`config.mk`:
```
export PLATFORM = sky130hd
export DESIGN_NAME = n_bit_divider_flat
export DESIGN_NICKNAME = d
export VERILOG_FILES = /design/src/rtl/n_bit_divider_if.sv /design/src/rtl/n_bit_divider.sv /design/src/flat_wrapper.sv
export SDC_FILE = /design/constraint.sdc
export NUM_CORES = 1
export LEC_CHECK = 0
export ABC_AREA = 1
export CORE_UTILIZATION = 50
export DETAILED_ROUTE_END_ITERATION = 10
export PLACE_DENSITY = 0.75
export SYNTH_ARGS = -nofsm -noshare
export SYNTH_HDL_FRONTEND = slang
export SYNTH_SLANG_ARGS = --single-unit
export TNS_END_PERCENT = 100
```
`constraint.sdc`:
```
create_clock -name clk -period 2.5 [get_ports clk]
set_clock_uncertainty 0.1 [all_clocks]
set_input_delay 0.25 -clock clk [delete_from_list [all_inputs] [get_ports clk]]
set_output_delay 0.25 -clock clk [all_outputs]
set_load 0.02 [all_outputs]
```
`src/rtl/n_bit_divider_if.sv`:
```
// ---------------------------------------------------------------------------
// n_bit_divider_if
// Handshake and data bundle for n_bit_divider.
//   in_valid / in_ready    : operand handshake (dividend, divisor)
//   out_valid / out_ready  : result handshake (quotient, remainder)
//   div_by_zero            : only when DIV_BY_ZERO_FLAG_EN is defined
// Modports: master = operand producer / result consumer, slave = divider.
// ---------------------------------------------------------------------------
interface n_bit_divider_if #(
  parameter int unsigned N = 8
);
  logic         in_valid;
  logic         in_ready;
  logic [N-1:0] dividend;
  logic [N-1:0] divisor;
  logic         out_valid;
  logic         out_ready;
  logic [N-1:0] quotient;
  logic [N-1:0] remainder;
`ifdef DIV_BY_ZERO_FLAG_EN
  logic         div_by_zero;
`endif

  modport master (
    output in_valid, dividend, divisor, out_ready,
`ifdef DIV_BY_ZERO_FLAG_EN
    input  div_by_zero,
`endif
    input  in_ready, out_valid, quotient, remainder
  );

  modport slave (
    input  in_valid, dividend, divisor, out_ready,
`ifdef DIV_BY_ZERO_FLAG_EN
    output div_by_zero,
`endif
    output in_ready, out_valid, quotient, remainder
  );
endinterface

```
`src/rtl/n_bit_divider.sv`:
```
// ---------------------------------------------------------------------------
// n_bit_divider
// Unsigned N-bit restoring divider, one quotient bit per clock, MSB first.
// Ports:
//   clk      : clock, rising edge
//   reset_n  : asynchronous active-low reset
//   bus      : n_bit_divider_if.slave (operand/result handshakes)
// Timing: operands latched on the accepting edge, N iteration edges, then
// one more edge into DONE, so out_valid is first high N+1 edges after accept.
// Result is held in DONE until out_ready is seen.
// Optional: DIV_BY_ZERO_FLAG_EN adds div_by_zero and finishes a zero-divisor
// operation one edge after accept.
// ---------------------------------------------------------------------------
module n_bit_divider #(
  parameter int unsigned N = 8
) (
  input  logic           clk,
  input  logic           reset_n,
  n_bit_divider_if.slave bus
);

  localparam int unsigned CW = $clog2(N + 1);

  typedef enum logic [1:0] {
    IDLE,
    BUSY,
    DONE
  } state_t;

  state_t        state_q, state_d;
  logic [CW-1:0] cnt_q, cnt_d;
  logic [N-1:0]  dvd_q, dvd_d;   // dividend bits shift out, quotient bits shift in
  logic [N-1:0]  dvs_q, dvs_d;
  logic [N-1:0]  pr_q, pr_d;     // partial remainder
  logic [N-1:0]  quo_q, quo_d;
  logic [N-1:0]  rem_q, rem_d;
  logic          out_valid_q, out_valid_d;
  logic          in_ready_q, in_ready_d;
`ifdef DIV_BY_ZERO_FLAG_EN
  logic          dbz_q, dbz_d;
`endif

  logic [N:0]    pr_shift;
  logic [N:0]    trial;

  // The working remainder is N+1 bits only during the trial subtraction; a
  // kept value is always below the divisor (or a dividend prefix when the
  // divisor is zero), so N stored bits suffice.
  always_comb begin
    pr_shift = {pr_q, dvd_q[N-1]};
    trial    = pr_shift - {1'b0, dvs_q};
  end

  always_comb begin
    state_d     = state_q;
    cnt_d       = cnt_q;
    dvd_d       = dvd_q;
    dvs_d       = dvs_q;
    pr_d        = pr_q;
    quo_d       = quo_q;
    rem_d       = rem_q;
    out_valid_d = out_valid_q;
    in_ready_d  = in_ready_q;
`ifdef DIV_BY_ZERO_FLAG_EN
    dbz_d       = dbz_q;
`endif

    unique case (state_q)
      IDLE: begin
        if (bus.in_valid) begin
          dvd_d      = bus.dividend;
          dvs_d      = bus.divisor;
          pr_d       = '0;
          cnt_d      = '0;
          in_ready_d = 1'b0;
          state_d    = BUSY;
        end
      end

      BUSY: begin
`ifdef DIV_BY_ZERO_FLAG_EN
        // Zero divisor short-circuits straight to the result on the first
        // BUSY edge; the normal iteration below is the else branch.
        if (dvs_q == '0) begin
          quo_d       = '1;
          rem_d       = dvd_q;
          dbz_d       = 1'b1;
          out_valid_d = 1'b1;
          state_d     = DONE;
        end else
`endif
        if (cnt_q == CW'(N)) begin
          quo_d       = dvd_q;
          rem_d       = pr_q;
          out_valid_d = 1'b1;
          state_d     = DONE;
`ifdef DIV_BY_ZERO_FLAG_EN
          dbz_d       = 1'b0;
`endif
        end else begin
          if (!trial[N]) begin
            pr_d  = trial[N-1:0];
            dvd_d = {dvd_q[N-2:0], 1'b1};
          end else begin
            pr_d  = pr_shift[N-1:0];
            dvd_d = {dvd_q[N-2:0], 1'b0};
          end
          cnt_d = cnt_q + CW'(1);
        end
      end

      DONE: begin
        if (bus.out_ready) begin
          out_valid_d = 1'b0;
          in_ready_d  = 1'b1;
          state_d     = IDLE;
`ifdef DIV_BY_ZERO_FLAG_EN
          dbz_d       = 1'b0;
`endif
        end
      end

      default: begin
        state_d     = IDLE;
        out_valid_d = 1'b0;
        in_ready_d  = 1'b1;
      end
    endcase
  end

  always_ff @(posedge clk or negedge reset_n) begin
    if (!reset_n) begin
      state_q     <= IDLE;
      cnt_q       <= '0;
      dvd_q       <= '0;
      dvs_q       <= '0;
      pr_q        <= '0;
      quo_q       <= '0;
      rem_q       <= '0;
      out_valid_q <= 1'b0;
      in_ready_q  <= 1'b1;
`ifdef DIV_BY_ZERO_FLAG_EN
      dbz_q       <= 1'b0;
`endif
    end else begin
      state_q     <= state_d;
      cnt_q       <= cnt_d;
      dvd_q       <= dvd_d;
      dvs_q       <= dvs_d;
      pr_q        <= pr_d;
      quo_q       <= quo_d;
      rem_q       <= rem_d;
      out_valid_q <= out_valid_d;
      in_ready_q  <= in_ready_d;
`ifdef DIV_BY_ZERO_FLAG_EN
      dbz_q       <= dbz_d;
`endif
    end
  end

  assign bus.in_ready  = in_ready_q;
  assign bus.out_valid = out_valid_q;
  assign bus.quotient  = quo_q;
  assign bus.remainder = rem_q;
`ifdef DIV_BY_ZERO_FLAG_EN
  assign bus.div_by_zero = dbz_q;
`endif

endmodule

```
`src/flat_wrapper.sv`:
```
// flat-port wrapper written by rule: the top's interface ports become plain ports
module n_bit_divider_flat 
#(
  parameter int unsigned N = 8
)
  (clk, reset_n, bus_in_valid, bus_dividend, bus_divisor, bus_out_ready, bus_in_ready, bus_out_valid, bus_quotient, bus_remainder);
  n_bit_divider_if #(.N(N)) bus_i ();
  input  logic clk;
  input  logic reset_n;
  input wire logic [$bits(bus_i.in_valid)-1:0] bus_in_valid;
  input wire logic [$bits(bus_i.dividend)-1:0] bus_dividend;
  input wire logic [$bits(bus_i.divisor)-1:0] bus_divisor;
  input wire logic [$bits(bus_i.out_ready)-1:0] bus_out_ready;
  output wire logic [$bits(bus_i.in_ready)-1:0] bus_in_ready;
  output wire logic [$bits(bus_i.out_valid)-1:0] bus_out_valid;
  output wire logic [$bits(bus_i.quotient)-1:0] bus_quotient;
  output wire logic [$bits(bus_i.remainder)-1:0] bus_remainder;
  assign bus_i.in_valid = bus_in_valid;
  assign bus_i.dividend = bus_dividend;
  assign bus_i.divisor = bus_divisor;
  assign bus_i.out_ready = bus_out_ready;
  assign bus_in_ready = bus_i.in_ready;
  assign bus_out_valid = bus_i.out_valid;
  assign bus_quotient = bus_i.quotient;
  assign bus_remainder = bus_i.remainder;
  n_bit_divider #(.N(N)) u_core (.clk(clk), .reset_n(reset_n), .bus(bus_i));
endmodule
```
### Word-level counts from Yosys, hierarchy flattened

Index checks and enable logic that the tools add are counted.

* flip-flop bits (word level): 48
* bits in latches: 0
* bits in writable memories: 0
* bits in read-only memories: 0
* bits of input ports: 20
* word-level logic and storage cells: 49
* memories: 0

* $add $sub $neg: 2
* multiply operators: 0
* div/mod/pow operators: 0
* order comparisons: 0
* equal/unequal tests: 7
* shift operators: 0
* muxes and demuxes: 21
* bitwise gates (word level): 2
* reductions and logical operators: 8

Operators by type and width (number)
* 8-bit 2-to-1 mux: 5
* 8-bit case mux with 2 select lines: 2
* 3-bit AND reduction: 4
* 9-bit by 8-bit subtractor with 9-bit output: 1
* 4-bit 2-to-1 mux: 2
* 4-bit case mux with 2 select lines: 1
* 2-bit 2-to-1 mux: 3
* 2-bit != test, second input constant: 3
* 1-bit case mux with 3 select lines: 2
* 2-bit case mux with 3 select lines: 1
* 1-bit 2-to-1 mux: 5
* 4-bit by 1-bit adder with 4-bit output, second input constant: 1
* 4-bit equality test, second input constant: 1
* 2-bit AND reduction: 2
* 2-bit by 1-bit equality test with 1-bit output, second input constant: 1
* 2-bit equality test, second input constant: 1
* 2-bit zero test: 1
* 2-bit by 1-bit != test with 1-bit output, second input constant: 1
* 1-bit inverter: 2
* 2-bit nonzero test: 1

### Longest topological paths before layout

* depth in word-level cells: 4
* gate-level depth with buffers: 14

### Least setup slack after synthesis

Ideal clock, no wire load.

* kind: register -> register
* start point: register u_core.dvs_q[0]
* end point: register u_core.pr_q[5]
* library setup time: 0.117 ns
* data arrival time: 1.659 ns
* slack: 0.624 ns
* stages on the path, launching flop included: 13
* buffers on the path: 0
* path through: dfrtp_1 -> ha_1 -> fa_1 -> inv_1 -> nand2_1 -> nand2_2 -> nand3_2 -> nand2_2 -> nand2_4 -> nand2_8 -> nand2_1 -> nand3_1 -> nand2_1

* longest elaborated chain between the ends: 4

Ends and longest elaborated chain
* start, declared: RTL line n_bit_divider.sv:33 `logic [N-1:0] dvs_q, dvs_d;`
* start signal, assigned: RTL line n_bit_divider.sv:149 `dvs_q <= dvs_d;`
* 9-bit by 8-bit subtractor with 9-bit output: RTL line n_bit_divider.sv:51 `trial = pr_shift - {1'b0, dvs_q};`
* 8-bit 2-to-1 mux: RTL line n_bit_divider.sv:101 `if (!trial[N]) begin`
* 8-bit 2-to-1 mux: RTL line n_bit_divider.sv:92 `if (cnt_q == CW'(N)) begin`
* 8-bit case mux with 2 select lines: RTL line n_bit_divider.sv:68 `unique case (state_q)`
* end signal, assigned: RTL line n_bit_divider.sv:150 `pr_q <= pr_d;`
* end, declared: RTL line n_bit_divider.sv:34 `logic [N-1:0] pr_q, pr_d;`

No other way between the ends. The select of a mux whose other input is x is not followed.
A chain may end at the register's enable or synchronous reset.

### Worst setup path in the final report

Ends and elaborated chain as after synthesis.

==> metrics.md <==
| Metric | Value |
|---|---|
| Status | `completed` |
| CP Max Fanout | `10` |
| Post-Route WL | `a little under 5000 um` |
| CTS sink cnt | `between 40 and 50` |
| Slowest-stage cell, CP | `dfrtp_1` |
| WP buf/inv | `1` |
| Fin. Hold Viols | `0` |
| Htree depth | `2` |
| Synth top area share | `0.463` |
| Worst Path Arrival | `around 2.2 ns` |
| Rel. slew slack | `0.572` |
| Top Family by Delay on Critical Path | `simple AND/OR/NAND/NOR gates` |
| RSZ-0062 raised after global routing | `false` |
| Cell Area, Synth | `roughly 2500 um^2` |
| Power per cell area | `1510 nW/um^2` |
| Final min period | `2.08 ns` |
| Largest stage delay, worst path | `around 0.40 ns` |
| First-pass GRT wire length | `~8700 um` |
| Element type at the critical path end | `flop` |
| WL/cell | `12.0 um` |
| Post-route ant nets | `0` |
| Required time of the worst setup path | `2.59 ns` |
| Largest net degree at the start of global routing | `30` |
| Port buffer count | `37` |
| Ys flop type | `dfrtp_1` |
| Postcts setup bufs | `0` |
| Layout Area Growth over Synthesis | `22.2%` |
| Register area share after synthesis | `0.474` |
| Post-Syn Nets | `337` |
| Hold_sp | `u_core.bus.in_ready` |
| Initial Util | `0.527` |
| Fmax | `482 MHz` |
| Worst VDD drop | `0.769 mV` |
| Vias in the first global route | `1,891` |
| Ys async rst share | `1.00` |
| Reg2Reg Depth | `12` |
| Antenna cells | `0` |
| TritonCTS clock tree | `yes` |
| Grt ovf | `0` |
| Reg-to-reg endpoint | `u_core.pr_q[5]` |
| Antenna violations before repair | `0` |
| Die H | `73.3 um` |
| Crit path launch type | `flop` |
| Distinct cell type count after synthesis | `32` |
| Syn_area_per_cell | `8.30 um^2` |
| Worst skew pair latency | `0.30 ns` |
| Final nets | `approximately 380` |
| TNS Setup | `0 ns` |
| Dpl cells | `405` |
| Hold Crit Depth | `2` |
| Most frequent CP cell | `nand2_1` |
| WHS Endpoint | `u_core.bus.in_ready` |
| Vias per std cell | `4.93` |
| Die ar. | `~5400 um^2` |
| Clock root cell | `clkbuf_8` |
| Crit-path cells | `ha_1 -> fa_1 -> inv_1 -> nand2_1 -> nand2_2 -> nand3_2 -> nand2_2 -> nand2_4 -> nand2_8 -> nand2_1 -> nand3_1 -> nand2_1` |
| Post-Layout Cell Count | `just over 400` |
| #FFs+latches synth | `48` |
| Worst-Margin Slew | `0.642 ns` |
| Chip width | `73.3 um` |
| Critical R2R Launch | `u_core.dvs_q[0]` |
| Worst reg2reg setup slack | `between 0.4 and 0.5 ns` |
| Cts bufs inserted | `5` |
| # fillers | `434` |
| RePlAce Congestion | `0.808` |
| 1st-iter DRT viols | `132` |
| Worst hold-check path type | `flop to flop` |
| Ys Warns | `0` |
| Row count | `25` |
| Top post-synthesis cells by count | `95 x nand2_1, 47 x dfrtp_1, 46 x inv_1` |
| Mapped Cells | `306` |
| Bufs on Longest Clock Path | `2` |
| DRC | `0` |
| Vias | `about 2,000` |
| DRT Pass-1 Iters | `4` |
| Hpwl dp | `3700 um` |
| Worst Path Class, Setup | `flop to flop` |
| Final setup fails | `0` |
| EDFF count, synth | `0` |
| Reg clk slew, reported paths | `0.09 ns` |
| Top cells by area, synth | `dfrtp_1 46%, nand2_1 14%, inv_1 6.8%` |
| Area leader, netlist | `dfrtp_1` |
| I/O pin cnt | `38` |
| Period utilisation layout | `0.830` |
| Count leader, synth | `nand2_1` |
| Gr usage total | `0.217` |
| Core area | `4820 um^2` |
| Max cap viols | `0` |
| Final Max Slew Viols | `0` |
| Ratio of cells with drive above 1 in the final layout | `0.0836` |
| Leak pwr | `1.56 nW` |
per-stage QoR:
stage | setup slack [ns] | cell area (um^2) | power [W] | hold slack, ns | utilization
floorplan | 0.624 | 2540 | 0.00336 | -0.146 | -
CTS | 0.429 | 3100 | 0.00470 | 0.374 | 0.644
detailed placement | 0.454 | 2960 | 0.00402 | 0.214 | 0.614
finish | 0.425 | 3100 | 0.00468 | 0.369 | 0.644
global route | 0.272 | 3100 | 0.00511 | 0.408 | 0.644
global placement | 0.513 | 2960 | 0.00394 | 0.212 | 0.614
what timing repair did:
| item | CTS | global route |
|---|---|---|
| gates resized for setup | 0 | 0 |
| hold buffers | 1 | 0 |
| hold endpoints to repair | 27 | 0 |
| setup endpoints to repair | 0 | 0 |
tightest hold or removal path: stages (launching register included):
cell and delay (ns):
dfstp_2 0.38, nand2_1 0.05, nand2_1 0.05
layout by cell type (no fill, tap or decap), drive strengths merged:
| master | Yosys | layout |
|---|---|---|
| clkbuf | 1 | 6 |
| nand3 | 28 | 28 |
| nand4 | 1 | 1 |
| o211ai | 7 | 7 |
| clkdlybuf4s50 | 0 | 36 |
| mux2 | 1 | 1 |
| xor2 | 2 | 2 |
| dfstp | 1 | 1 |
| fa | 1 | 1 |
| or2 | 2 | 2 |
| ha | 10 | 10 |
| dfrtp | 47 | 47 |
| o21ai | 34 | 34 |
| xnor2 | 1 | 1 |
| a21oi | 4 | 4 |
| dlygate4sd3 | 0 | 1 |
| nand2 | 102 | 102 |
| nor2 | 9 | 9 |
| inv | 47 | 47 |
| o21a | 1 | 1 |
| bufinv | 0 | 2 |
| buf | 7 | 4 |
worst max-delay path by stage:
stage                     endpoint       startpoint  cells after the start  slack [ns]
floorplan           u_core.pr_q[5]  u_core.dvs_q[0]                     12        0.62
global placement    u_core.pr_q[1]  u_core.dvs_q[0]                     12        0.51
detailed placement  u_core.pr_q[1]  u_core.dvs_q[0]                     12        0.45
CTS                 u_core.pr_q[1]  u_core.dvs_q[0]                     12        0.43
global route        u_core.pr_q[5]  u_core.dvd_q[7]                     13        0.27
finish              u_core.pr_q[5]  u_core.dvs_q[0]                     12        0.42
state kept, by name, indices dropped and copies added, names as in the netlist:
name,count
u_core.bus.in_ready,1
u_core.bus.remainder,8
u_core.dvs_q,8
u_core.cnt_q,4
u_core.bus.quotient,8
u_core.pr_q,8
u_core.dvd_q,8
u_core.bus.out_valid,1
u_core.state_q,2
per-layer routing:
metal	part of all wire	GRT usage
met3	0.030	0.0466
met4	0.013	0.0697
met2	0.47	0.347
met5	0	0
met1	0.49	0.294
where the power goes:
group | switching [W] | internal, W
logic | 0.00168 | 0.00102
clock network | 0.000261 | 0.000400
registers | 0.000183 | 0.00113
layout make-up:
class                           count  area [um^2]  share of cell area
Timing Repair Buffer               41          398               0.128
Multi-Input combinational cell    203         1110               0.357
Sequential cell                    48         1200               0.388
Inverter                           47          176              0.0569
Clock inverter                      2         60.1              0.0194
Clock buffer                        6         72.6              0.0234
Tap cell                           67         83.8              0.0270
kinds of logic after synthesis:
family	Yosys count	share of synthesized area
multiplexers	1	0.00444
AND/OR/NAND/NOR	142	0.260
buffers and inverters	55	0.0897
AO/OA/AOI/OAI	46	0.104
XOR/XNOR	3	0.0104
adder cells (fa/ha/maj)	11	0.0572
flip-flops	48	0.474
Note: power is estimated with default switching activity, not from simulation.
